<file path="src/rtl/sprite_compositor.sv">
// Sprite compositor: per-frame shadowed sprite positions, hit test and ROM addressing,
// then a two-stage pipeline that layers sprites, walls and game-over onto the pixel stream.
module sprite_compositor #(
  parameter int unsigned NUM_SPR    = 2,
  parameter int unsigned SPR_SIZE   = 32,
  parameter int unsigned AW         = $clog2(SPR_SIZE * SPR_SIZE),
  parameter logic [11:0] KEY_COLOR  = 12'h000,
  parameter logic [11:0] WALL_COLOR = 12'hfff,
  parameter logic [11:0] BG_COLOR   = 12'h000
) (
  input  logic                    clk,
  input  logic                    rst,
  input  logic                    pix_valid,
  input  logic [9:0]              col_addr,
  input  logic [8:0]              row_addr,
  input  logic                    frame_start,
  input  logic                    over,
  input  logic                    is_wall,
  input  logic [NUM_SPR*10-1:0]   spr_x,
  input  logic [NUM_SPR*9-1:0]    spr_y,
  input  logic [NUM_SPR*2-1:0]    spr_orient,
  input  logic [NUM_SPR-1:0]      spr_en,
  output logic [NUM_SPR*AW-1:0]   rom_addr,
  input  logic [NUM_SPR*12-1:0]   rom_data,
  output logic [11:0]             pix_data,
  output logic                    pix_valid_out,
  output logic                    collision
);

  localparam int unsigned LW = $clog2(SPR_SIZE);

  logic [NUM_SPR*10-1:0] sx_q, sx_d;
  logic [NUM_SPR*9-1:0]  sy_q, sy_d;
  logic [NUM_SPR*2-1:0]  so_q, so_d;
  logic [NUM_SPR-1:0]    sen_q, sen_d;

  logic                  v1_q, over1_q, wall1_q;
  logic [NUM_SPR-1:0]    hit, hit1_q;
  logic [11:0]           pix_q, pix_d;
  logic                  pvo_q;
  logic                  acc_q, acc_d, coll_q, coll_d;

  always_comb begin
    sx_d  = sx_q;
    sy_d  = sy_q;
    so_d  = so_q;
    sen_d = sen_q;
    if (frame_start) begin
      sx_d  = spr_x;
      sy_d  = spr_y;
      so_d  = spr_orient;
      sen_d = spr_en;
    end
  end

  // Widened compares so a sprite hanging off the right/bottom edge clips instead of wrapping.
  logic [10:0]       x_lo, x_hi;
  logic [9:0]        y_lo, y_hi;
  logic [LW-1:0]     dxl, dyl;
  logic [2*LW-1:0]   addr;

  always_comb begin
    hit      = '0;
    rom_addr = '0;
    x_lo     = '0;
    x_hi     = '0;
    y_lo     = '0;
    y_hi     = '0;
    dxl      = '0;
    dyl      = '0;
    addr     = '0;
    for (int i = 0; i < NUM_SPR; i++) begin
      x_lo = {1'b0, sx_q[i*10 +: 10]};
      x_hi = x_lo + 11'(SPR_SIZE);
      y_lo = {1'b0, sy_q[i*9 +: 9]};
      y_hi = y_lo + 10'(SPR_SIZE);
      hit[i] = sen_q[i] && ({1'b0, col_addr} >= x_lo) && ({1'b0, col_addr} < x_hi) &&
               ({1'b0, row_addr} >= y_lo) && ({1'b0, row_addr} < y_hi);
      dxl = LW'(col_addr) - LW'(sx_q[i*10 +: 10]);
      dyl = LW'(row_addr) - LW'(sy_q[i*9 +: 9]);
      // S-1-d is the bitwise complement of d within LW bits.
      unique case (so_q[i*2 +: 2])
        2'b00:   addr = {dxl, dyl};
        2'b01:   addr = {dxl, ~dyl};
        2'b10:   addr = {dyl, dxl};
        default: addr = {dyl, ~dxl};
      endcase
      if (hit[i]) rom_addr[i*AW +: AW] = AW'(addr);
    end
  end

  logic [NUM_SPR-1:0] opaque;
  logic [11:0]        spr_pix;
  logic               found, seen, two, det;

  always_comb begin
    opaque  = '0;
    spr_pix = BG_COLOR;
    found   = 1'b0;
    seen    = 1'b0;
    two     = 1'b0;
    for (int i = 0; i < NUM_SPR; i++) begin
      opaque[i] = hit1_q[i] && (rom_data[i*12 +: 12] != KEY_COLOR);
      two       = two | (seen & opaque[i]);
      seen      = seen | opaque[i];
    end
    // Walk from the lowest priority up so channel 0 overwrites last.
    for (int i = NUM_SPR - 1; i >= 0; i--) begin
      if (opaque[i]) begin
        spr_pix = rom_data[i*12 +: 12];
        found   = 1'b1;
      end
    end
    det = v1_q && two;

    pix_d = pix_q;
    if (v1_q) begin
      if (over1_q)      pix_d = 12'h000;
      else if (wall1_q) pix_d = WALL_COLOR;
      else if (found)   pix_d = spr_pix;
      else              pix_d = BG_COLOR;
    end

    acc_d  = frame_start ? 1'b0 : (acc_q | det);
    coll_d = frame_start ? (acc_q | det) : coll_q;
  end

  always_ff @(posedge clk or posedge rst) begin
    if (rst) begin
      sx_q    <= '0;
      sy_q    <= '0;
      so_q    <= '0;
      sen_q   <= '0;
      v1_q    <= 1'b0;
      over1_q <= 1'b0;
      wall1_q <= 1'b0;
      hit1_q  <= '0;
      pix_q   <= '0;
      pvo_q   <= 1'b0;
      acc_q   <= 1'b0;
      coll_q  <= 1'b0;
    end else begin
      sx_q    <= sx_d;
      sy_q    <= sy_d;
      so_q    <= so_d;
      sen_q   <= sen_d;
      v1_q    <= pix_valid;
      over1_q <= over;
      wall1_q <= is_wall;
      hit1_q  <= hit;
      pix_q   <= pix_d;
      pvo_q   <= v1_q;
      acc_q   <= acc_d;
      coll_q  <= coll_d;
    end
  end

  assign pix_data      = pix_q;
  assign pix_valid_out = pvo_q;
  assign collision     = coll_q;

endmodule

</file>
<file path="config.mk">
export PLATFORM = sky130hd
export DESIGN_NAME = sprite_compositor
export DESIGN_NICKNAME = d
export VERILOG_FILES = /design/src/rtl/sprite_compositor.sv
export SDC_FILE = /design/constraint.sdc
export NUM_CORES = 1
export LEC_CHECK = 0
export BUFFER_PORTS_ARGS = -buffer_cell sky130_fd_sc_hd__buf_2
export CAP_MARGIN = 0
export CORE_MARGIN = 3
export CORE_UTILIZATION = 54
export DETAILED_ROUTE_END_ITERATION = 6
export HOLD_SLACK_MARGIN = 0.15
export PLACE_DENSITY = 0.84
export SYNTH_ARGS = -nofsm -noshare
export SYNTH_HDL_FRONTEND = slang
export SYNTH_SLANG_ARGS = --single-unit
</file>
<file path="constraint.sdc">
create_clock -name clk -period 3.6 [get_ports clk]
set_clock_uncertainty 0.1 [all_clocks]
set_input_delay 0.72 -clock clk [delete_from_list [all_inputs] [get_ports clk]]
set_output_delay 0.72 -clock clk [all_outputs]
set_load 0.005 [all_outputs]
</file>
; Yosys cells after proc, flatten, opt, wreduce, memory -nomap -nowiden
; Index checks and enable logic that the tools add are counted.
[word_totals]
regBits = 64
inputBits = 93
out_inout_bits = 34
[classes]
add_sub_neg = 8
magnitude_cmp = 8
eq_ne = 4
muxes = 12
bitwise = 6
n_reduce_logical = 15
[ops]
columns = op, n
row1 = $mux 12, 5
row2 = $pmux 10 s3, 2
row3 = $reduce_bool 12->1, 2
row4 = $add 10x6->11 const B, 2
row5 = $lt 10x11->1, 2
row6 = $add 9x6->10 const B, 2
row7 = $ge 10x10->1, 2
row8 = $lt 9x10->1, 2
row9 = $mux 10, 2
row10 = $not 5->5, 4
row11 = $sub 5x5->5, 4
row12 = $ge 9x9->1, 2
row13 = $logic_and 1x1->1, 11
row14 = $eq 2x1->1 const B, 2
row15 = $eq 2x2->1 const B, 2
row16 = $logic_not 2->1, 2
row17 = $mux 1, 3
row18 = $and 1x1->1, 1
row19 = $or 1x1->1, 1

; Logic depth before layout (Yosys ltp)
; Gate-level depths: netlist (run 1).
[logic_depth]
ltp_word = 7
ltp_mapped = 11
depth_no_buf = 10

; Worst setup path after synthesis (run 1)
; No wires, ideal clock.
[synth_timing]
path_type = input-to-output
startpoint = in row_addr[0]
endpoint = out rom_addr[13]
t_arrival_ns = 2.417
setup_slack_ns = 0.363
path_stages = 10
cell_sequence = inv_1 > ha_1 > inv_1 > fa_1 > a211oi_1 > nor2_1 > o311ai_0 > nand3_1 > buf_6 > nor3b_2
[synth_via]
elab_chain_len = 4
[synth_lines]
columns = item, line_no
row1 = start: declaration, 15  ; input logic [8:0] row_addr,
row2 = $sub 5x5->5 / $ge 9x9->1 (equally long branches), "80, 78"
row3 = $not 5->5 / $logic_and 1x1->1 (equally long branches), "84, 77"
row4 = $pmux 10 s3 / $logic_and 1x1->1 (equally long branches), "82, 78"
row5 = $mux 10 *, 88  ; if (hit[i]) rom_addr[i*AW +: AW] = AW'(addr);
row6 = end: declaration, 23  ; output logic [NUM_SPR*AW-1:0] rom_addr,
; Mark *: on every way between the ends. The rest lies on a longest branch, timed or not.

; Worst setup path after layout (run 1)
[layout_timing]
startpoint = reg sx_q[16]
endpoint = out rom_addr[17]
[layout_via]
elab_chain_len = 6
[layout_lines]
columns = item, line_no
row1 = start: declaration, 32  ; logic [NUM_SPR*10-1:0] sx_q, sx_d;
row2 = start signal: assignment, 130  ; sx_q <= '0;
row3 = start signal: assignment, 143  ; sx_q <= sx_d;
row4 = $add 10x6->11 / $ge 10x10->1 (equally long branches), "74, 77"
row5 = $lt 10x11->1 / $logic_and 1x1->1 (equally long branches), 77  ; hit[i] = sen_q[i] && ({1'b0, col_addr} >= x_lo) && ({1'b0, col_addr} < x_hi) &&
row6 = $logic_and 1x1->1 * (2 in a row), 77
row7 = $logic_and 1x1->1 *, 78  ; ({1'b0, row_addr} >= y_lo) && ({1'b0, row_addr} < y_hi);
row8 = $mux 10 *, 88
; Marked as above.

==> results of run 1 <==
## worst reg2reg max path, stage by stage (launching register included)
cell,delay [ns]
dfrtp_1,0.43
ha_4,0.19
xnor2_2,0.13
ha_1,0.29
a21o_1,0.17
a21o_1,0.16
a221o_1,0.32
nor3_2,0.20
nand3_2,0.18
buf_6,0.21
inv_1,0.05
## synth_stat cells (all sizes together), types with 4 or more instances
library cell / count
buf: 8
mux2i: 16
fa: 4
ha: 60
a211oi: 11
o221ai: 5
inv: 65
nor2b: 9
xnor2: 19
o21ai: 60
clkbuf: 12
nor2: 32
a31oi: 5
nand2b: 4
dfrtp: 64
a221o: 9
xor2: 9
a21oi: 27
nor4: 6
nand2: 52
nand3b: 4
a21o: 7
mux2: 8
nand3: 20
## what timing repair did
item	4_1_cts	5_1_grt
buffers inserted	2	5
gates cloned	0	1
pin swaps	18	30
resized for setup	22	46
endpoints found under the setup margin	20	20
## stage by stage
step | power [mW] | area [um2] | std cells | util [%] | TNS, ns
floorplan | 1.312 | 4781 | 543 | - | 0
global placement | 1.518 | 5599 | 771 | 66.47 | -0.02520
detailed placement | 1.558 | 5599 | 771 | 66.47 | -1.592
CTS | 2.237 | 5907 | 789 | 70.13 | -0.03518
global route | 2.460 | 6121 | 795 | 72.67 | -3.177
finish | 2.325 | 6121 | 795 | 72.67 | -1.095
## cell families after synthesis
family,after synthesis
buffers and inverters,86
muxes,24
DFF,64
and+or+nand+nor,140
xor gates and xnor gates,28
adders and majority gates,64
AOI/OAI and AO/OA,137
## power groups by stage
stage	Combinational, mW	Clock (mW)	Sequential [mW]
after floorplan	0.489	0	0.823
after global placement	0.676	0	0.842
after detailed placement	0.711	0	0.847
after CTS	0.748	0.656	0.833
after global routing	0.922	0.693	0.845
final	0.833	0.655	0.837
## final timing paths
check,start,cells after the start,slack (ns),end
min in group asynchronous,rst,2,0.47,pix_data[11]$_DFFE_PP0P_
setup reg to reg,sy_q[5]$_DFFE_PP0P_,10,1.13,hit1_q[0]$_DFF_PP0_
hold / removal,pix_valid,1,0.35,v1_q$_DFF_PP0_
hold reg to reg,acc_q$_DFF_PP0_,2,0.41,acc_q$_DFF_PP0_
setup / recovery,sx_q[16]$_DFFE_PP0P_,11,-0.14,rom_addr[17]
max in group asynchronous,rst,3,2.19,sx_q[15]$_DFFE_PP0P_
## area by class of cell
cell class / instances / area (um2)
well taps: 105 / 131.4
flip-flops and latches: 64 / 1603
clock inverters: 6 / 67.56
multi-input cells: 393 / 3082
clock buffers: 10 / 137.6
fillers: 615 / 2302
repair buffers: 151 / 852.1
inverters: 66 / 247.7
## sequential cells by signal, summed over array words and instances (netlist names)
name,cells
pix_data,12
acc_q,1
pix_valid_out,1
collision,1
sen_q,2
hit1_q,2
sx_q,20
v1_q,1
wall1_q,1
so_q,4
over1_q,1
sy_q,18
## per-layer routing
| layer | GRT usage, % | vias up | wire, um |
|---|---|---|---|
| li1 | - | 2183 | - |
| met1 | 32.09 | 2176 | 5509 |
| met2 | 47.67 | 229 | 6927 |
| met3 | 4.864 | 48 | 966 |
| met4 | 9.326 | 0 | 463 |
| met5 | 0 | - | 0 |
==> run summary, run 1 <==
Status: finished with violations
Failing checks: negative setup slack
Total internal power: 1.489 mW
Placer congestion estimate: 0.9234
FMAX: 267.1 MHz
Crit path kind: reg2out
CP Capture Type: output pin
Gr ovfl total: 0
Die W: 100.1 um
CTS H-tree lvls: 3
Port Buf Inserts: 126
FFs w/ async S/R, synth: 100.0%
Die area: 10,020 um2
Worst Slack Setup Final: -0.1434 ns
Max-Cap Viols: 0
Top area cells in the synthesized netlist: dfrtp_1 33%, ha_1 16%, o21ai_0 6.3%, inv_1 5.1%, nand2_1 4.1%
Cell taking the most area after synthesis: dfrtp_1
CP max stage delay: 0.42 ns
Clock transition at path regs: 0.08 ns
Hold_buf cts: 0
CTS tree: done
HP Class: in2reg
Seq pwr share: 36.0%
CP arrival: 2.92 ns
Drt initial violations: 248
Post-Syn Nets: 700
Initial cell density of the core: 56.76%
Clock network power share: 28.2%
Net Sw Frac: 35.97%
Buf+Inv Stages, Crit Path: 2
Vias: 4,636
GRT Util Overall: 26.64%
Post-route ant nets: 0
P per Cell Area: 379.9 nW/um2
Critical path's slowest cell: dfrtp_1
# setup viols final: 20
Psw: 836.5 uW
Synth Instances: 543
# IOs: 127
Mux cell area share after synthesis: 5.234%
Hold Slack: 0.3519 ns
Avg Cell Area, Syn: 8.804 um2
Worst path cell trace: ha_2 -> nand3_2 -> xnor2_2 -> ha_1 -> a21oi_2 -> o21ai_2 -> nor4b_4 -> nand3_2 -> buf_8 -> a211oi_4 -> buf_2
Simple-gate share of the synthesized area: 13.79%
Crit path launch type: flip-flop
Initial antenna violation count: 0
Adder-cell share of the synthesized area: 17.38%
EDFF count, synth: 0
Core Area: 8423 um2
Synth Area in Compound Gates: 18.03%
Clock tree sinks: 64
Total wire length: 13.87 mm
Vias in the first global route: 4,608
Remaining DRCs: 0
Worst-skew pair later-pin latency: 0.37 ns
Yosys top cell area share: 33.50%
DP Worst Slack: -0.1342 ns
Final hold violations: 0
Area growth, synth to finish: 28.03%
Synth warn: 0
Clock Tree Root: clkbuf_8
Crit-path max FO: 5
Xor/xnor share of the synthesized area: 5.130%
Worst vdd ir: 0.0001994 V
Largest family of logic cells by synthesized area: compound AO/OA/AOI/OAI gates
Cell Area, Synth: 4781 um2
Most common cell after layout, fill and taps aside: buf_2
Pin count of the biggest net entering global routing: 46
CP delay by family, top: simple AND/OR/NAND/NOR gates
Post-DP HPWL: 10.20 mm
Most frequent cells in the layout: 125 x buf_2, 63 x dfrtp_1, 60 x inv_1
Final Slew Violations: 0
Wire length of the first global-routing pass: 21.23 mm
First drt pass iteration count: 7
Total CTS buffers: 9
Crit-path most repeated cell: nand3_2
Final period util: 104.0%
Clock buffer depth: 2
Nets: 842
DR vias/cell: 5.831
CP required: 2.78 ns
Row count: 33
Post-DR wirelength/cell: 17.44 um
N_diodes: 0
Layout cells sized above 1: 32.90%
Register area share after synthesis: 33.50%
Flops & latches, synth: 64
Leakage power: 3.094 nW
RSZ-0062 raised after global routing: true
Relative slew slack: 35.54%
Netlist cell types: 47
Primary FF master, synth: dfrtp_1
Comb power frac: 35.8%
Die span in y: 100.1 um
Worst Max-Slew Pin Slew: 0.9654 ns
Min Clock Period, post-route: 3.743 ns
Note: power is estimated with default switching activity, not from simulation.
==> run 2: changes to the inputs <==
Settings changed: GPL_TIMING_DRIVEN from default to 0.
==> run 2 against run 1 <==
  * Wire length up 8.9%
  * Hold slack worse by 0.040 ns
  * Clock power up 11%
  * Highest routed layer unchanged
  * Total power up 4.1%
  * Critical endpoint is now rom_addr[2]
  * Count of clock-buffer cells in the layout unchanged
  * The flow still finishes with violations (negative setup slack)
  * Design area up 1.7%
  * Worst setup slack worse by 0.023 ns
  * Critical path depth up 2
  * Fmax down 0.61%
==> run summary, run 2 (synthesis results as in run 1) <==
Clock buffer depth: 2 (unchanged)
Nets: 851 (+1.1%)
Placed inst area: 5558 um2 (-0.74%)
FF+latch area: 1604 um2 (about the same)
RSZ-0062 raised after global routing: true
Worst-skew pair later-pin latency: 0.36 ns (about the same)
Top reg by flops: sx_q
Remaining DRCs: 0 (unchanged)
DR vias/cell: 5.908 (+1.3%)
Crit path launch type: input pin
Row count: 33 (unchanged)
Leakage power: 3.070 nW (-0.78%)
Most common cell after layout, fill and taps aside: buf_2
DP Worst Slack: -0.1621 ns (-0.02791 ns)
Total CTS buffers: 9 (unchanged)
Post-route ant nets: 0 (unchanged)
Design area: 6222 um2 (+1.7%)
# setup viols final: 13 (-35%)
Wire length of the first global-routing pass: 22.27 mm (+4.9%)
RR Startpoint: sy_q[5]$_DFFE_PP0P_
N_diodes: 0 (unchanged)
Final hold violations: 0 (unchanged)
Filler instances: 615 (unchanged)
GRT Util Overall: 28.36% (+1.7 points)
Die W: 100.1 um (unchanged)
P per Cell Area: 389.0 nW/um2 (+2.4%)
Crit path kind: in2out
Worst vdd ir: 0.0002222 V (+11%)
FMAX: 265.5 MHz (-0.61%)
Initial antenna violation count: 0 (unchanged)
CP Capture Type: output pin
Met2 usage: 50.54% (+2.9 points)
Crit-path most repeated cell: buf_2
Pin count of the biggest net entering global routing: 42 (-8.7%)
Worst path cell trace: buf_2 -> inv_1 -> ha_1 -> inv_1 -> fa_1 -> a21oi_1 -> o221ai_1 -> a211oi_1 -> nor3_2 -> nand3_2 -> buf_2 -> nor2_1 -> buf_2
Worst Slack Setup Final: -0.1665 ns (-0.02306 ns)
Final Slew Violations: 0 (unchanged)
Area growth, synth to finish: 30.15%
HP Class: in2async
First drt pass iteration count: 5 (-2)
Core Area: 8423 um2 (unchanged)
Gr ovfl total: 0 (unchanged)
Port Buf Inserts: 125 (-0.79%)
Initial cell density of the core: 56.76% (unchanged)
Clock tree sinks: 64 (unchanged)
Worst Max-Slew Pin Slew: 0.6873 ns (-0.2781 ns)
Critical path's slowest cell: a211oi_1
Met3 GRT Util: 4.448% (-0.42 points)
Area of the multi-input gates: 3147 um2 (+2.1%)
Max-Cap Viols: 0 (unchanged)
Max reg flops: 20 (unchanged)
CP arrival: 2.95 ns (+0.03 ns)
Failing checks: negative setup slack
# IOs: 127 (unchanged)
Crit-path max FO: 5 (unchanged)
Clock Tree Root: clkbuf_8
Vias: 4,750 (+2.5%)
Die area: 10,020 um2 (unchanged)
Post-DR wirelength/cell: 18.78 um (+7.7%)
CP max stage delay: 0.43 ns (about the same)
Setup TNS: -1.540 ns (-0.4456 ns)
Crit path from: col_addr[0]
Status: finished with violations
CP required: 2.78 ns (about the same)
Hold_buf cts: 0 (unchanged)
Vias in the first global route: 4,666 (+1.3%)
GRT busiest layer: met2
Final period util: 104.6% (+0.64 points)
CTS tree: done
Clock transition at path regs: 0.08 ns (about the same)
Relative slew slack: 54.18% (+19 points)
CTS H-tree lvls: 3 (unchanged)
Die span in y: 100.1 um (unchanged)
Layout cells sized above 1: 31.33% (-1.6 points)
Placer congestion estimate: 0.9188 (-0.50%)
Most frequent cells in the layout: 124 x buf_2, 62 x dfrtp_1, 61 x inv_1
Min Clock Period, post-route: 3.766 ns (+0.02306 ns)
GR Util met1: 34.36% (+2.3 points)
Post-DP HPWL: 10.65 mm (+4.4%)
Total wire length: 15.10 mm (+8.9%)
Hold Slack: 0.3116 ns (-0.04030 ns)
Drt initial violations: 341 (+38%)
[run 2: changes by cell type in the layout (fill, tap and decap cells not counted), moves of 3 or more]
cell      change
buf_1         +6
buf_4         -9
clkbuf_1     +12
ha_1          -7
ha_4          +8
nor2_1        +9
nor2_2        -3
nor2_4        -6
[run 2: cell type report]
| class | count | share of cell area (%) |
|---|---|---|
| multi-input cells | 393 | 50.57 |
| clock buffers | 10 | 2.212 |
| repair buffers | 140 | 12.29 |
| plain buffers | 20 | 1.448 |
| clock inverters | 6 | 1.488 |
| well taps | 105 | 2.111 |
| flip-flops and latches | 64 | 25.78 |
| inverters | 66 | 4.102 |
[run 2: where the power goes]
group	switching [mW]	internal, mW	total, mW
registers	0.0430	0.780	0.823
logic	0.489	0.384	0.872
clock network	0.314	0.411	0.725
[run 2: repair_timing]
action / CTS / global route
buffers inserted: 11 / 1
endpoints found under the hold margin: 0 / 0
gates cloned: 2 / 0
endpoints found under the setup margin: 20 / 20
gates resized for setup: 24 / 47
pin swaps: 14 / 17
[run 2: stage by stage]
step | util, % | cells | total power [mW]
5_1_grt | 73.87 | 804 | 2.548
6_report | 73.87 | 804 | 2.421
3_5_place_dp | 65.98 | 774 | 1.544
3_3_place_gp | 65.75 | 773 | 1.501
4_1_cts | 70.87 | 803 | 2.313
2_1_floorplan | - | 543 | 1.312
[run 2: worst paths after layout]
check | slack [ns] | end | cells after the start
min in group clk | 0.36 | over1_q$_DFF_PP0_ | 1
worst max-delay path | -0.17 | rom_addr[2] | 13
worst min register to register | 0.37 | pix_valid_out$_DFF_PP0_ | 0
worst max register to register | 1.09 | hit1_q[0]$_DFF_PP0_ | 10
max in group asynchronous | 2.44 | sx_q[15]$_DFFE_PP0P_ | 3
worst min-delay path | 0.31 | sy_q[2]$_DFFE_PP0P_ | 2
[run 2: worst max-delay path, delay by kind of cell]
| kind | cells | cell delay, ns |
|---|---|---|
| simple gates | 3 | 0.32 |
| fa+ha+maj | 2 | 0.61 |
| compound gates | 3 | 0.77 |
| buf+inv | 5 | 0.54 |
[run 2: per-layer routing]
| layer | up-vias | wire length (um) |
|---|---|---|
| li1 | 2198 | - |
| met1 | 2229 | 5924 |
| met2 | 271 | 7286 |
| met3 | 52 | 1259 |
| met4 | 0 | 626 |
| met5 | - | 0 |
==> run 3: changes to the inputs <==
--- a/config.mk
+++ b/config.mk
@@ -6,12 +6,12 @@
 export NUM_CORES = 1
 export LEC_CHECK = 0
-export BUFFER_PORTS_ARGS = -buffer_cell sky130_fd_sc_hd__buf_2
 export CAP_MARGIN = 0
 export CORE_MARGIN = 3
-export CORE_UTILIZATION = 54
+export CORE_UTILIZATION = 60
 export DETAILED_ROUTE_END_ITERATION = 6
+export DONT_BUFFER_PORTS = 1
 export GPL_TIMING_DRIVEN = 0
 export HOLD_SLACK_MARGIN = 0.15
-export PLACE_DENSITY = 0.84
+export PLACE_DENSITY = 0.78
 export SYNTH_ARGS = -nofsm -noshare
 export SYNTH_HDL_FRONTEND = slang
==> constraint.sdc (replaced) <==
create_clock -name clk -period 3.6 [get_ports clk]
set_clock_uncertainty 0.1 [all_clocks]
set_input_delay 0.72 -clock clk [delete_from_list [all_inputs] [get_ports clk]]
set_output_delay 0.72 -clock clk [all_outputs]
set_load 0.05 [all_outputs]
==> run 3 against run 2 <==
  * Hold slack got worse by 0.082 ns
  * The flow still finishes with violations (negative setup slack)
  * Design area is 8.8% lower
  * Critical endpoint is now rom_addr[13]
  * Sequential share of layout area grew 2.5 points
  * Die area shrank 9.4%
  * Sequential cell count stayed put
  * Combinational power shrank 7.1%
  * Count of clock-buffer cells in the layout down 1
  * First-iteration DRC count down 11%
  * Critical path depth down 3
  * Non-clock buffer count is 117 lower
==> run summary, run 3 (synthesis results as in run 1) <==
Hold Slack: 0.2300 ns (-0.08159 ns)
Vias: 4,235 (-11%)
RSZ-0062 raised after global routing: true
Seq pwr share: 36.6% (+2.6 points)
DR vias/cell: 6.219 (+5.3%)
Final hold violations: 0 (unchanged)
Worst-skew pair later-pin latency: 0.36 ns (about the same)
# IOs: 127 (unchanged)
First drt pass iteration count: 7 (+2)
Final period util: 109.7% (+5.0 points)
Final Slew Violations: 0 (unchanged)
Min Clock Period, post-route: 3.948 ns (+0.1811 ns)
Wire length of the first global-routing pass: 20.52 mm (-7.8%)
GRT Util Overall: 29.51% (+1.2 points)
Initial antenna violation count: 0 (unchanged)
CP delay by family, top: simple AND/OR/NAND/NOR gates
Total CTS buffers: 9 (unchanged)
Total wire length: 13.68 mm (-9.4%)
Port Buf Inserts: 0 (-100%)
Met3 wire length: 1.322 mm (+5.0%)
Core Area: 7486 um2 (-11%)
Remaining DRCs: 0 (unchanged)
Gr ovfl total: 0 (unchanged)
Met1 wire length: 5.276 mm (-11%)
Die W: 95.27 um (-4.8%)
Setup TNS: -5.034 ns (-3.494 ns)
Total internal power: 1.498 mW (-4.9%)
CP required: 2.78 ns (about the same)
Worst Slack Setup Final: -0.3476 ns (-0.1811 ns)
Die span in y: 95.27 um (-4.8%)
CP max stage delay: 0.54 ns (+0.11 ns)
Drt initial violations: 303 (-11%)
Critical path's slowest cell: nor3b_4
Post-DP HPWL: 9.701 mm (-8.9%)
Post-DR wirelength/cell: 20.09 um (+7.0%)
DR top layer: met4
Psw: 889.7 uW (+5.2%)
# setup viols final: 20 (+7)
Post-route ant nets: 0 (unchanged)
Clock transition at path regs: 0.08 ns (about the same)
Row count: 31 (-6.1%)
Status: finished with violations
Most frequent cells in the layout: 63 x inv_1, 63 x dfrtp_1, 59 x o21ai_0
Cell count along the critical path: 10 (-3)
Placed Cells: 643 (-17%)
Leakage power: 2.598 nW (-15%)
Worst path cell trace: nand3_2 -> xnor2_2 -> ha_1 -> a21o_1 -> a21oi_2 -> o21ai_2 -> nor4b_2 -> nand3_1 -> buf_12 -> nor3b_4
Initial cell density of the core: 63.86% (+7.1 points)
CP arrival: 3.13 ns (+0.18 ns)
Worst Max-Slew Pin Slew: 0.6572 ns (-0.03005 ns)
Layout cells sized above 1: 17.01% (-14 points)
Nets: 734 (-14%)
N_diodes: 0 (unchanged)
Crit path launch type: flip-flop
P per Cell Area: 420.9 nW/um2 (+8.2%)
HP Class: in2async
Max reg flops: 20 (unchanged)
Failing checks: negative setup slack
CP Capture Type: output pin
Vias in the first global route: 4,303 (-7.8%)
Clock Tree Root: clkbuf_8
Placer congestion estimate: 0.9248 (+0.65%)
Crit path from: sx_q[16]$_DFFE_PP0P_
Crit path kind: reg2out
Buf+Inv Stages, Crit Path: 1 (-4)
CTS tree: done
Clock network power share: 29.5% (-0.4 points)
Area growth, synth to finish: 18.66%
Clock tree sinks: 64 (unchanged)
Relative slew slack: 56.18% (+2.0 points)
Die area: 9075 um2 (-9.4%)
FMAX: 253.3 MHz (-4.6%)
Met2 wire len: 6.727 mm (-7.7%)
Net Sw Frac: 37.26% (+2.3 points)
Top reg by flops: sx_q
Crit-path max FO: 8 (+3)
Pin count of the biggest net entering global routing: 37 (-12%)
Clock buffer depth: 2 (unchanged)
CTS H-tree lvls: 3 (unchanged)
Post-Route Utilization: 75.78% (+1.9 points)
R2R depth: 11 (+1)
Max-Cap Viols: 0 (unchanged)
Worst vdd ir: 0.0003709 V (+67%)
RR Startpoint: sx_q[0]$_DFFE_PP0P_
Final Non-Filler Cells: 681 (-15%)
Comb power frac: 33.9% (-2.1 points)
run 3: changes by cell type in the layout (fill, tap and decap cells not counted), sizes merged:
cell and change:
buf -116, clkinv +3, clkbuf -2, clkinvlp -2
run 3: worst paths after layout:
path | endpoint | slack [ns]
max in group asynchronous | acc_q$_DFF_PP0_ | 2.55
hold / removal | sy_q[6]$_DFFE_PP0P_ | 0.23
hold reg to reg | acc_q$_DFF_PP0_ | 0.39
setup / recovery | rom_addr[13] | -0.35
min in group clk | wall1_q$_DFF_PP0_ | 0.28
setup reg to reg | hit1_q[0]$_DFF_PP0_ | 0.94
run 3: cell type report:
cell class | instances | area (um2)
plain buffers | 20 | 102.6
clock buffers | 9 | 123.9
flip-flops and latches | 64 | 1603
inverters | 66 | 247.7
clock inverters | 7 | 96.34
repair buffers | 23 | 215.2
well taps | 99 | 123.9
multi-input cells | 393 | 3161
fillers | 509 | 1813
run 3: per-stage QoR:
stage / total power, mW / cell area, um2 / setup WS, ns
2_1_floorplan: 1.399 / 4826 / -0.1679
3_3_place_gp: 1.508 / 4950 / -0.4599
3_5_place_dp: 1.542 / 4970 / -0.4825
4_1_cts: 2.326 / 5525 / -0.2629
5_1_grt: 2.513 / 5673 / -0.4051
6_report: 2.388 / 5673 / -0.3476
run 3: power groups by stage:
| stage | Combinational, mW | Clock (mW) | Sequential [mW] |
|---|---|---|---|
| after floorplan | 0.527 | 0 | 0.872 |
| after global placement | 0.628 | 0 | 0.881 |
| after detailed placement | 0.659 | 0 | 0.883 |
| after CTS | 0.749 | 0.709 | 0.868 |
| after global routing | 0.888 | 0.745 | 0.880 |
| final | 0.810 | 0.705 | 0.873 |
run 3: metal layers:
| metal | up-vias | global-route usage (%) |
|---|---|---|
| met2 | 209 | 48.75 |
| met1 | 2027 | 35.22 |
| met3 | 34 | 11.44 |
| met4 | 0 | 9.736 |
| met5 | - | 0 |
| li1 | 1965 | - |
run 3: repair_timing:
action / 4_1_cts / 5_1_grt
resized for setup: 46 / 24
setup endpoints to repair: 20 / 20
buffers inserted: 16 / 6
hold endpoints to repair: 0 / 0
cloned: 1 / 0
hold buffers: 0 / 0
pin swaps: 24 / 20
